## src/rtl/serial_sub_ctrl.sv

```systemverilog
// serial_sub_ctrl: bit-serial subtraction sequencer for the multicycle CPU.
// Computes result = op_a - op_b over WIDTH cycles, LSB first, through one
// external 1-bit subtractor slice. The slice is expected to invert slice_b
// internally, so each step is a + ~b + cin, with the carry seeded to 1.
//
// Optional build macro: SERIAL_SUB_FLAGS_EN adds the zero and ovf flag outputs.
//
// Ports:
//   clk, rst          clock (rising edge), synchronous active-high reset
//   start             request, sampled only in IDLE
//   op_a, op_b        minuend / subtrahend, captured on accepted start
//   busy              high while bits are being processed
//   done              one-cycle pulse, result valid
//   result            difference, held until the next accepted start
//   no_borrow         final slice carry-out (1 <=> op_a >= op_b unsigned)
//   slice_a/b/cin     operand bits and carry driven to the slice (0 outside RUN)
//   slice_diff/cout   slice difference bit and carry-out
//   zero, ovf         (flags build) result==0, signed overflow
module serial_sub_ctrl #(
  parameter int unsigned WIDTH = 8,
  parameter int unsigned CNT_W = 4
) (
  input  logic             clk,
  input  logic             rst,
  input  logic             start,
  input  logic [WIDTH-1:0] op_a,
  input  logic [WIDTH-1:0] op_b,
  output logic             busy,
  output logic             done,
  output logic [WIDTH-1:0] result,
  output logic             no_borrow,
  output logic             slice_a,
  output logic             slice_b,
  output logic             slice_cin,
  input  logic             slice_diff,
  input  logic             slice_cout
`ifdef SERIAL_SUB_FLAGS_EN
  ,
  output logic             zero,
  output logic             ovf
`endif
);

  localparam logic [1:0] S_IDLE = 2'd0;
  localparam logic [1:0] S_RUN  = 2'd1;
  localparam logic [1:0] S_DONE = 2'd2;

  localparam logic [CNT_W-1:0] LAST_BIT = CNT_W'(WIDTH - 1);

  logic [1:0]       state;
  logic [1:0]       next_state;
  logic [WIDTH-1:0] a_sh;
  logic [WIDTH-1:0] b_sh;
  logic [CNT_W-1:0] cnt;
  logic             carry;
  logic             last_bit_c;
  logic [WIDTH-1:0] next_result_c;

`ifdef SERIAL_SUB_FLAGS_EN
  logic a_msb;
  logic b_msb;
`endif

  // State register
  always_ff @(posedge clk) begin
    if (rst) begin
      state <= S_IDLE;
    end else begin
      state <= next_state;
    end
  end

  assign last_bit_c    = (state == S_RUN) && (cnt == LAST_BIT);
  assign next_result_c = {slice_diff, result[WIDTH-1:1]};

  // Next-state logic
  always_comb begin
    next_state = state;
    case (state)
      S_IDLE:  if (start) next_state = S_RUN;
      S_RUN:   if (last_bit_c) next_state = S_DONE;
      S_DONE:  next_state = S_IDLE;
      default: next_state = S_IDLE;
    endcase
  end

  // Slice drive: only meaningful while processing bits, forced low otherwise
  assign slice_a   = (state == S_RUN) & a_sh[0];
  assign slice_b   = (state == S_RUN) & b_sh[0];
  assign slice_cin = (state == S_RUN) & carry;

  // Datapath and registered handshake outputs
  always_ff @(posedge clk) begin
    if (rst) begin
      busy      <= 1'b0;
      done      <= 1'b0;
      result    <= '0;
      no_borrow <= 1'b0;
      a_sh      <= '0;
      b_sh      <= '0;
      cnt       <= '0;
      carry     <= 1'b0;
`ifdef SERIAL_SUB_FLAGS_EN
      zero      <= 1'b0;
      ovf       <= 1'b0;
      a_msb     <= 1'b0;
      b_msb     <= 1'b0;
`endif
    end else begin
      busy <= (next_state == S_RUN);
      done <= (next_state == S_DONE);
      case (state)
        S_IDLE: begin
          if (start) begin
            a_sh      <= op_a;
            b_sh      <= op_b;
            carry     <= 1'b1;  // +1 of the two's-complement negate
            cnt       <= '0;
            result    <= '0;
            no_borrow <= 1'b0;
`ifdef SERIAL_SUB_FLAGS_EN
            zero      <= 1'b0;
            ovf       <= 1'b0;
            a_msb     <= op_a[WIDTH-1];
            b_msb     <= op_b[WIDTH-1];
`endif
          end
        end
        S_RUN: begin
          result <= next_result_c;
          carry  <= slice_cout;
          a_sh   <= a_sh >> 1;
          b_sh   <= b_sh >> 1;
          cnt    <= cnt + CNT_W'(1);
          if (last_bit_c) begin
            no_borrow <= slice_cout;
`ifdef SERIAL_SUB_FLAGS_EN
            zero      <= (next_result_c == '0);
            // slice_diff is the result MSB on the last step
            ovf       <= (a_msb != b_msb) && (slice_diff != a_msb);
`endif
          end
        end
        default: ;
      endcase
    end
  end

endmodule

```

## config.mk

```make
export PLATFORM = sky130hd
export DESIGN_NAME = serial_sub_ctrl
export DESIGN_NICKNAME = d
export VERILOG_FILES = /design/src/rtl/serial_sub_ctrl.sv
export SDC_FILE = /design/constraint.sdc
export NUM_CORES = 1
export LEC_CHECK = 0
export BUFFER_PORTS_ARGS = -buffer_cell sky130_fd_sc_hd__buf_2
export CAP_MARGIN = 10
export CORE_MARGIN = 1
export CORE_UTILIZATION = 31
export DETAILED_ROUTE_END_ITERATION = 10
export GPL_ROUTABILITY_DRIVEN = 0
export SETUP_SLACK_MARGIN = 0.2
export SYNTH_ARGS = -nofsm -noshare
export SYNTH_HDL_FRONTEND = slang
export SYNTH_SLANG_ARGS = --single-unit
export TNS_END_PERCENT = 1
```

## constraint.sdc

```tcl
create_clock -name clk -period 1.29 [get_ports clk]
set_clock_uncertainty 0.15 [all_clocks]
set_input_delay 0.258 -clock clk [delete_from_list [all_inputs] [get_ports clk]]
set_output_delay 0.258 -clock clk [all_outputs]
set_load 0.03 [all_outputs]
```

; ---- Yosys cells after proc, flatten, opt, wreduce, memory -nomap -nowiden
; Cells that the tools add are included.
[classes]
addsub = 1
eq_ne = 6
mux = 16
bitwise_logic = 3
n_reduce_logical = 5
[ops]
columns = operator, count
row1 = one-hot mux 8 bit (2 select lines), 3
row2 = two-way mux 8 bit, 3
row3 = one-hot mux 4 bit (2 select lines), 1
row4 = "adder 4 x 1 -> 4 bit, second input constant", 1
row5 = "equality test 2 x 1 -> 1 bit, second input constant", 2
row6 = "equality test 4 x 3 -> 1 bit, second input constant", 1
row7 = two-way mux 2 bit, 2
row8 = two-way mux 4 bit, 1
row9 = "!= test 2 bit, second input constant", 2
row10 = one-hot mux 1 bit (2 select lines), 2
row11 = one-hot mux 2 bit (2 select lines), 1
row12 = AND 1 bit, 3
row13 = two-way mux 1 bit, 3
row14 = AND reduction 3 bit, 1
row15 = "equality test 2 bit, second input constant", 1
row16 = logical NOT 2 bit, 1
row17 = AND reduction 2 bit, 1
row18 = nonzero test 2 bit, 1
row19 = logical AND 1 bit, 1
[word_totals]
regBits = 34
in_bits = 21
output_inout_bits = 14
wordCells = 40

; ---- Longest topological paths before layout
; Gate-level depths: netlist (run 1).
[depth]
depth_word = 5
depth_mapped = 6
mapped_depth_nobuf = 4

; ---- Worst setup path before layout (run 1)
; OpenSTA, ideal clock, no wires.
[synth_timing]
path_type = register to output
from = register state[0]
to = output port slice_a
t_arrival_ns = 1.167
required_time_ns = 0.882
setup_slack_ns = -0.285
stages_incl_launch_ff = 5
n_path_buf = 2
path_cell_list = dfxtp_1 -> buf_6 -> nor2b_1 -> buf_2 -> and2_1
[synth_via]
elab_chain_cells = 2
[synth_rtl]
columns = element, line_no
row1 = "start, declared", 50  ; logic [1:0] state;
row2 = "start signal, assigned", 69  ; state <= next_state;
row3 = equality test 2 x 1 -> 1 bit, 88  ; assign slice_a = (state == S_RUN) & a_sh[0];
row4 = AND 1 bit, 88
row5 = "end, declared", 32  ; output logic slice_a,
; Every way passes these cells.

; ---- Worst setup path in the final report (run 1)
[layout_timing]
from = register state[0]
to = output port slice_cin
[layout_via]
elab_chain_cells = 2
[layout_rtl]
columns = element, line_no
row1 = equality test 2 x 1 -> 1 bit, 90  ; assign slice_cin = (state == S_RUN) & carry;
row2 = AND 1 bit, 90
row3 = "end, declared", 34  ; output logic slice_cin,
; Every way passes these cells.

==> qor.yml, run 1 <==
cp.required_ps: 880
cts-root-buf: "clkbuf_8"
clk_pin_slew_ps: 60
whs_ps: 75.5
synth_xor_area_share_pct: 0
power_density_mw_per_mm2: 1070
end_kind: "output pin"
period_share_pct: 116
synth-edff-count: 0
critPathKind: "reg2out"
fp.dieArea_mm2: 0.00520
placementRows: 25
ant_nets: 0
tightest_slew_ps: 407
worstHoldStart: "op_a[7]"
io_buffers: 34
synth_area_leader_cell: "dfxtp_1"
drc: 0
dr.pass1.iters: 4
synth_seq_cells: 34
violations: "negative setup slack"
met1_usage_pct: 18.0
combPwrFrac_pct: 16.7
area_growth_pct: 40.7
worstHoldPathCells: 3
wl_per_cell_um: 11.6
slew_headroom_pct: 72.8
antenna_found_initial: 0
die_x_um: 72.1
leakage_uw: 0.000896
rrSetupSlack_ps: -160
finalSetupViolCount: 37
grt_use_met3_pct: 3.75
routed_wl_um: 3350
pwr-share-clk_pct: 34.2
startpoint_type: "register"
setup_tns_ps: -3500
regArea_um2: 689
dpl.hpwl_um: 2300
grt_overflow_total: 0
ys_seq_area_share_pct: 44.6
drt_iter0_markers: 47
critPathMaxFanout: 4
seqPwrFrac_pct: 49.1
yosysUniqueCellTypes: 31
viasPerCell: 4.68
r2r-end: "no_borrow$_SDFFE_PP0P_"
reg2regPathDepth: 5
synth_fa_ha_area_share_pct: 0.820
ys.flop_type: "dfxtp_1"
synth_top_cell_area_share_pct: 44.6
ir_drop_mv: 0.460
cts_sinks: 34
grt_pass1_wl_um: 5710
synth_compound_area_share_pct: 15.0
syn_inst: 174
hold_path.class: "in2reg"
core_area_mm2: 0.00472
setup_slack_ps: -207
syn_nets: 196
timing.rr.start: "state[0]$_SDFF_PP0_"
muxShareOfSynthArea_pct: 0
synth-simple-area-share_pct: 33.0
swShare_pct: 24.5
layout.nets: 242
avgSynthCellArea_um2: 8.77
multi_input_area_um2: 830
worstHoldEndpoint: "a_sh[7]$_SDFFE_PP0P_"
p_sw_uw: 565
worst-endpoint-arrival_ps: 1090
yosys_warnings: 0
maxCapViolCount: 0
intPower_uw: 1740
clock_latency_ps: 280
layout-drive-gt1-share_pct: 41.2
busiest_layer: "met2"
die_y_um: 72.1
grt_usage_pct: 14.2
fillers: 474
cts-hold-fix-buffers: 0
cts_buffer_depth: 2
synth_top_family_by_area: "simple AND/OR/NAND/NOR gates"
cts-buffers-inserted: 5
grt_pass1_vias: 1276
num_antenna_cells: 0
synth-async-reset-ratio_pct: 0
grt_max_degree: 21
finalCriticalPeriod_ps: 1500
use_met2_pct: 22.5
vias: 1348
grt_setup_unrepaired: "yes"
max_freq_ghz: 0.668
synth_area_leaders: "dfxtp_1 45%, nor2_1 7.6%, or3b_1 6.9%"
slew_viol_final: 0
initial_core_util_pct: 32.3
hold_viol_final: 0
htreeDepth: 2
cts_tree: "built"
ioPinCount: 35
status: "finished, violations left"
synth_area_mm2: 0.00153
[synth_stat cells, types with 2 or more instances]
library cell,n
dfxtp_1,34
nor2_1,31
nor3_1,16
a21oi_1,15
or3b_1,12
a22oi_1,11
nand2b_1,9
or2b_1,5
buf_4,4
clkbuf_1,4
and2_1,3
buf_6,3
nand3_1,3
a311oi_1,2
buf_1,2
buf_2,2
nand2_1,2
nor2b_1,2
or3b_2,2
[worst max-delay path by stage]
stage,from,end,slack (ps),cells past startpoint
global placement,start,b_sh[0]$_SDFFE_PP0P_,-120,4
global route,state[0]$_SDFF_PP0_,slice_cin,-260,3
detailed placement,start,b_sh[0]$_SDFFE_PP0P_,-130,4
CTS,state[0]$_SDFF_PP0_,slice_cin,-230,3
floorplan,state[0]$_SDFF_PP0_,a_sh[5]$_SDFFE_PP0P_,-40,5
finish,state[0]$_SDFF_PP0_,slice_cin,-210,3
[critical path, cell delays in order, from the launching register on]
cell and delay, ps:
dfxtp_4 340, nor2b_4 180, and2_4 160, buf_6 120
[placed cells by master, fill, tap and decap left out, drive strengths merged]
cell    instances
a211o           1
a211oi          1
a21oi          15
a22oi          11
a311oi          2
a31oi           1
and2            3
and3b           1
buf            54
clkbuf          7
clkinv          1
dfxtp          34
ha              1
inv             1
nand2           2
nand2b         10
nand3           3
nor2           31
nor2b           2
nor3           16
nor3b           1
o211a           1
o21ba           1
o21bai          1
or2b            5
or3             1
or3b           14
[final cells by class]
| cell class | instances | share of cell area, % |
|---|---|---|
| Tap cell | 67 | 3.91 |
| Timing Repair Buffer | 54 | 20.9 |
| Multi-Input combinational cell | 124 | 38.7 |
| Clock buffer | 7 | 4.02 |
| Inverter | 1 | 0.175 |
| Clock inverter | 1 | 0.233 |
| Sequential cell | 34 | 32.1 |
[power by group through the flow]
stage                     Combinational [uW]  Clock (uW)  Sequential (uW)
after floorplan                          227           0             1160
after global placement                   331           0             1160
after detailed placement                 333           0             1160
after CTS                                376         824             1130
after global routing                     423         881             1140
final                                    384         788             1130
[routing by layer]
layer | vias up | share of wire [%]
li1 | 692 | -
met1 | 618 | 47
met2 | 33 | 47
met3 | 5 | 4.8
met4 | 0 | 1.6
met5 | - | 0
[stage by stage]
step | power (uW) | worst slack (ps) | util [%] | cell area [um2] | instances
floorplan | 1390 | -38.5 | - | 1550 | 174
global route | 2440 | -260 | 45.4 | 2150 | 288
global placement | 1490 | -123 | 39.5 | 1860 | 278
finish | 2300 | -207 | 45.4 | 2150 | 288
CTS | 2330 | -235 | 44.7 | 2110 | 288
detailed placement | 1490 | -132 | 39.5 | 1860 | 278
[what timing repair did]
| action | in CTS | in global routing |
|---|---|---|
| setup buffers | 2 | 0 |
| resized for setup | 42 | 11 |
| gates cloned | 0 | 0 |
| setup endpoints to repair | 48 | 48 |
| pin swaps | 1 | 2 |
[sequential cells by signal, indices dropped and copies added, names as in the netlist]
| name | cells |
|---|---|
| cnt | 4 |
| no_borrow | 1 |
| busy | 1 |
| result | 8 |
| carry | 1 |
| b_sh | 8 |
| done | 1 |
| a_sh | 8 |
| state | 2 |
[logic make-up (layout without fill, tap and decap cells)]
logic type / after synthesis / in the layout
AOI/OAI and AO/OA: 34 / 34
adders and majority gates: 1 / 1
buffers and inverters: 16 / 63
DFF: 34 / 34
and+or+nand+nor: 89 / 89
Note: power is estimated with default switching activity, not from simulation.
==> run 2: changes to the inputs <==
--- a/config.mk
+++ b/config.mk
@@ -11,6 +11,7 @@
 export CORE_UTILIZATION = 31
 export DETAILED_ROUTE_END_ITERATION = 10
 export GPL_ROUTABILITY_DRIVEN = 0
+export GPL_TIMING_DRIVEN = 0
 export SETUP_SLACK_MARGIN = 0.2
 export SYNTH_ARGS = -nofsm -noshare
 export SYNTH_HDL_FRONTEND = slang
==> constraint.sdc (replaced) <==
create_clock -name clk -period 1.29 [get_ports clk]
set_clock_uncertainty 0.15 [all_clocks]
set_input_delay 0.258 -clock clk [delete_from_list [all_inputs] [get_ports clk]]
set_output_delay 0.258 -clock clk [all_outputs]
set_load 0.05 [all_outputs]
==> qor.yml, run 2 (synthesis gave the netlist of run 1 again) <==
status: "finished, violations left"  # unchanged
violations: "negative setup slack"  # unchanged
maxCapViolCount: 0  # unchanged
leakage_uw: 0.000887  # was 0.000896 uW
power_uw: 2510  # was 2300 uW
cp.required_ps: 880  # about the same
clock_latency_ps: 290  # was 280 ps
grt_setup_unrepaired: "yes"  # unchanged
grt_pass1_vias: 1256  # was 1276
cts_buffer_depth: 2  # unchanged
slew_viol_final: 0  # unchanged
antenna_found_initial: 0  # unchanged
stdcell_count: 287  # was 288
initial_core_util_pct: 32.3  # unchanged
use_met2_pct: 23.9  # was 22.5%
layout_common_cells: "31 x nor2_1, 23 x dfxtp_1, 19 x buf_2"  # was 31 x dfxtp_1, 30 x nor2_1, 20 x buf_2
final_util_pct: 47.0  # was 45.4%
layout.nets: 241  # was 242
pre_cts_slack_ps: -313  # was -132 ps
vias: 1347  # was 1348
max_freq_ghz: 0.600  # was 0.668 GHz
layout_commonest_cell: "nor2_1"  # was dfxtp_1
dpl.hpwl_um: 2390  # was 2300 um
dr.pass1.iters: 4  # unchanged
drt_iter0_markers: 64  # was 47
setup_slack_ps: -376  # was -207 ps
routed_wl_um: 3500  # was 3350 um
worst-endpoint-arrival_ps: 1260  # was 1090 ps
drc: 0  # unchanged
finalSetupViolCount: 34  # was 37
grt_pass1_wl_um: 5780  # was 5710 um
io_buffers: 33  # was 34
cts-buffers-inserted: 5  # unchanged
power_density_mw_per_mm2: 1130  # was 1070 mW/mm2
htreeDepth: 2  # unchanged
setup_tns_ps: -6330  # was -3500 ps
die_x_um: 72.1  # unchanged
clk_pin_slew_ps: 80  # was 60 ps
ioPinCount: 35  # unchanged
finalCriticalPeriod_ps: 1670  # was 1500 ps
num_antenna_cells: 0  # unchanged
hold_path.class: "in2reg"  # unchanged
die_y_um: 72.1  # unchanged
top_regs: "a_sh: 8 flops, b_sh: 8 flops, result: 8 flops"  # unchanged
period_share_pct: 129  # was 116%
startpoint_type: "register"  # unchanged
grt_overflow_total: 0  # unchanged
area_growth_pct: 45.4  # was 40.7%
placementRows: 25  # unchanged
slew_headroom_pct: 68.6  # was 72.8%
viasPerCell: 4.69  # was 4.68
layout-drive-gt1-share_pct: 44.1  # was 41.2%
fp.dieArea_mm2: 0.00520  # unchanged
core_area_mm2: 0.00472  # unchanged
met1_usage_pct: 18.0  # about the same
cts_tree: "built"  # unchanged
critPathKind: "reg2out"  # unchanged
grt_max_degree: 13  # was 21
hold_viol_final: 0  # unchanged
grt_usage_pct: 14.8  # was 14.2%
cts-root-buf: "clkbuf_8"  # unchanged
busiest_layer: "met2"  # unchanged
end_kind: "output pin"  # unchanged
critPathMaxFanout: 5  # was 4
ant_nets: 0  # unchanged
wl_per_cell_um: 12.2  # was 11.6 um
tightest_slew_ps: 471  # was 407 ps
dp.cells: 274  # was 278
cts_sinks: 34  # unchanged
grt_use_met3_pct: 4.72  # was 3.75%
ir_drop_mv: 0.368  # was 0.460 mV
-- run 2: layout make-up --
| class | instances | area [um2] |
|---|---|---|
| fill | 451 | 2500 |
| multi-input combinational | 124 | 853 |
| sequential | 34 | 709 |
| timing repair buffer | 38 | 335 |
| buffer | 15 | 119 |
| tap | 67 | 83.8 |
| clock buffer | 5 | 68.8 |
| clock inverter | 3 | 45.0 |
| inverter | 1 | 3.75 |
-- run 2: worst max-delay path: stages, from the launching register on --
cell     delay [ps]
dfxtp_2         330
buf_6           120
nor2b_4         110
buf_6           130
and2_4          140
buf_8           130
-- run 2: layer usage --
metal,up-vias,share of wire [%]
met5,-,0
met4,0,1.3
met3,4,4.5
met2,21,48
met1,626,46
li1,696,-
-- run 2: worst paths after layout --
| path | start | slack (ps) | cells past startpoint | to |
|---|---|---|---|---|
| worst max-delay path | state[1]$_SDFF_PP0_ | -380 | 5 | slice_b |
| worst min-delay path | op_a[7] | 70 | 3 | a_sh[7]$_SDFFE_PP0P_ |
| worst max register to register | state[0]$_SDFF_PP0_ | -280 | 6 | b_sh[2]$_SDFFE_PP0P_ |
| worst min register to register | cnt[0]$_SDFFE_PP0P_ | 320 | 1 | cnt[0]$_SDFFE_PP0P_ |
-- run 2: timing repair --
action | CTS | global route
hold buffers | 0 | 0
buffers inserted | 5 | 0
resized for setup | 48 | 36
endpoints found under the setup margin | 48 | 48
pin swaps | 4 | 6
-- run 2: metrics by stage --
step,hold slack (ps),instance area [um2]
2_1_floorplan,255,1550
3_3_place_gp,324,1800
3_5_place_dp,326,1800
4_1_cts,57.3,2100
5_1_grt,63.4,2220
6_report,65.1,2220
-- run 2: where the power goes --
part | switching, uW | internal (uW)
Combinational | 199 | 199
Sequential | 28.5 | 1100
Clock | 410 | 574
Total | 637 | 1870
==> run 3: changes to the inputs <==
--- a/config.mk
+++ b/config.mk
@@ -9,9 +9,11 @@
 export CAP_MARGIN = 10
 export CORE_MARGIN = 1
 export CORE_UTILIZATION = 31
+export CTS_BUF_LIST = sky130_fd_sc_hd__clkbuf_16
 export DETAILED_ROUTE_END_ITERATION = 10
 export GPL_ROUTABILITY_DRIVEN = 0
 export GPL_TIMING_DRIVEN = 0
+export PLACE_DENSITY = 0.53
 export SETUP_SLACK_MARGIN = 0.2
 export SYNTH_ARGS = -nofsm -noshare
 export SYNTH_HDL_FRONTEND = slang
==> qor.yml, run 3 (synthesis gave the netlist of run 1 again) <==
hold_path.class: "in2reg"  # unchanged
cts_buffer_depth: 2  # unchanged
area_growth_pct: 44.0  # was 45.4%
initial_core_util_pct: 32.3  # unchanged
die_y_um: 72.1  # unchanged
clock_latency_ps: 280  # was 290 ps
leakage_uw: 0.000907  # was 0.000887 uW
fillers: 467  # was 451
ant_nets: 0  # unchanged
htreeDepth: 2  # unchanged
grt_setup_unrepaired: "yes"  # unchanged
vias: 1386  # was 1347
wl_per_cell_um: 13.1  # was 12.2 um
startpoint_type: "register"  # unchanged
ir_drop_mv: 0.763  # was 0.368 mV
fp.dieArea_mm2: 0.00520  # unchanged
layout-drive-gt1-share_pct: 36.3  # was 44.1%
placedInstanceArea_mm2: 0.00180  # unchanged
seqPwrFrac_pct: 42.8  # was 44.9%
swShare_pct: 24.3  # was 25.4%
cp.required_ps: 880  # about the same
pre_cts_slack_ps: -336  # was -313 ps
grt_max_degree: 11  # was 13
grt_overflow_total: 0  # unchanged
num_antenna_cells: 0  # unchanged
cts-hold-fix-buffers: 0  # unchanged
end_kind: "output pin"  # unchanged
viasPerCell: 4.78  # was 4.69
cts-buffers-inserted: 5  # unchanged
io_buffers: 33  # unchanged
violations: "negative setup slack"  # unchanged
finalSetupViolCount: 34  # unchanged
grt_pass1_wl_um: 6040  # was 5780 um
tightest_slew_ps: 500  # was 471 ps
placementRows: 25  # unchanged
multi_input_area_um2: 826  # was 853 um2
cts_tree: "built"  # unchanged
max_freq_ghz: 0.603  # was 0.600 GHz
stdcell_area_mm2: 0.00220  # was 0.00222 mm2
critPathMaxFanout: 5  # unchanged
final_util_pct: 46.5  # was 47.0%
clk_pin_slew_ps: 50  # was 80 ps
ioPinCount: 35  # unchanged
core_area_mm2: 0.00472  # unchanged
grt_usage_pct: 15.4  # was 14.8%
finalCriticalPeriod_ps: 1660  # was 1670 ps
cts-root-buf: "clkbuf_16"  # was clkbuf_8
slew_viol_final: 0  # unchanged
combPwrFrac_pct: 15.3  # was 15.9%
dpl.hpwl_um: 2400  # was 2390 um
intPower_uw: 2010  # was 1870 uW
regArea_um2: 686  # was 709 um2
layout_common_cells: "31 x nor2_1, 30 x dfxtp_1, 19 x buf_2"  # was 31 x nor2_1, 23 x dfxtp_1, 19 x buf_2
period_share_pct: 129  # about the same
pwr-share-clk_pct: 41.9  # was 39.3%
top_regs: "a_sh: 8 flops, b_sh: 8 flops, result: 8 flops"  # unchanged
drt_iter0_markers: 56  # was 64
critPathKind: "reg2out"  # unchanged
cts_sinks: 34  # unchanged
power_density_mw_per_mm2: 1210  # was 1130 mW/mm2
drc: 0  # unchanged
status: "finished, violations left"  # unchanged
hold_viol_final: 0  # unchanged
dr.pass1.iters: 4  # unchanged
layout.nets: 244  # was 241
layout_commonest_cell: "nor2_1"  # unchanged
slew_headroom_pct: 66.7  # was 68.6%
whs_ps: 75.7  # was 65.1 ps
maxCapViolCount: 0  # unchanged
p_sw_uw: 646  # was 637 uW
grt_pass1_vias: 1264  # was 1256
routed_wl_um: 3800  # was 3500 um
antenna_found_initial: 0  # unchanged
die_x_um: 72.1  # unchanged
setup_slack_ps: -369  # was -376 ps
worst-endpoint-arrival_ps: 1250  # was 1260 ps
==> run 3: layout make-up <==
cell class,instances,area share [%]
multi-input combinational,124,37.6
inverter,1,0.171
timing repair buffer,41,15.6
sequential,34,31.2
buffer,15,5.30
clock buffer,5,5.70
clock inverter,3,0.570
tap,67,3.82
==> run 3: metal layers <==
metal	track usage (%)	vias to the layer above	routed length [um]
met5	0	-	0
met4	6.54	0	30
met3	4.58	6	226
met2	23.8	41	1720
met1	20.1	641	1820
li1	-	698	-
==> run 3: worst paths after layout <==
| path | endpoint | slack [ps] | depth (start not counted) | from |
|---|---|---|---|---|
| min reg2reg | b_sh[3]$_SDFFE_PP0P_ | 340 | 2 | b_sh[3]$_SDFFE_PP0P_ |
| max | slice_cin | -370 | 5 | state[0]$_SDFF_PP0_ |
| max reg2reg | a_sh[2]$_SDFFE_PP0P_ | -270 | 6 | state[0]$_SDFF_PP0_ |
| min | a_sh[7]$_SDFFE_PP0P_ | 80 | 3 | op_a[7] |
==> run 3: what timing repair did <==
action / CTS / global route
setup endpoints to repair: 48 / 48
setup buffers: 7 / 1
pin swaps: 4 / 8
resized for setup: 46 / 14
endpoints found under the hold margin: 0 / 0
==> run 3: power by group through the flow <==
stage	sequential [uW]	combinational, uW	clock, uW
2_1_floorplan	1170	233	0
3_3_place_gp	1150	337	0
3_5_place_dp	1160	337	0
4_1_cts	1140	389	1150
5_1_grt	1140	442	1190
6_report	1140	405	1110
==> run 3: worst max-delay path: stages, from the launching register on <==
cell	delay, ps
dfxtp_2	320
buf_6	100
nor2b_4	150
buf_6	130
and2_4	140
buf_8	140
==> run 3: through the flow <==
stage / std cells / setup TNS, ps / total power, uW
6_report: 290 / -5860 / 2650
3_5_place_dp: 274 / -6510 / 1490
5_1_grt: 290 / -8050 / 2770
2_1_floorplan: 174 / -1190 / 1400
4_1_cts: 289 / -6630 / 2680
3_3_place_gp: 274 / -6520 / 1490
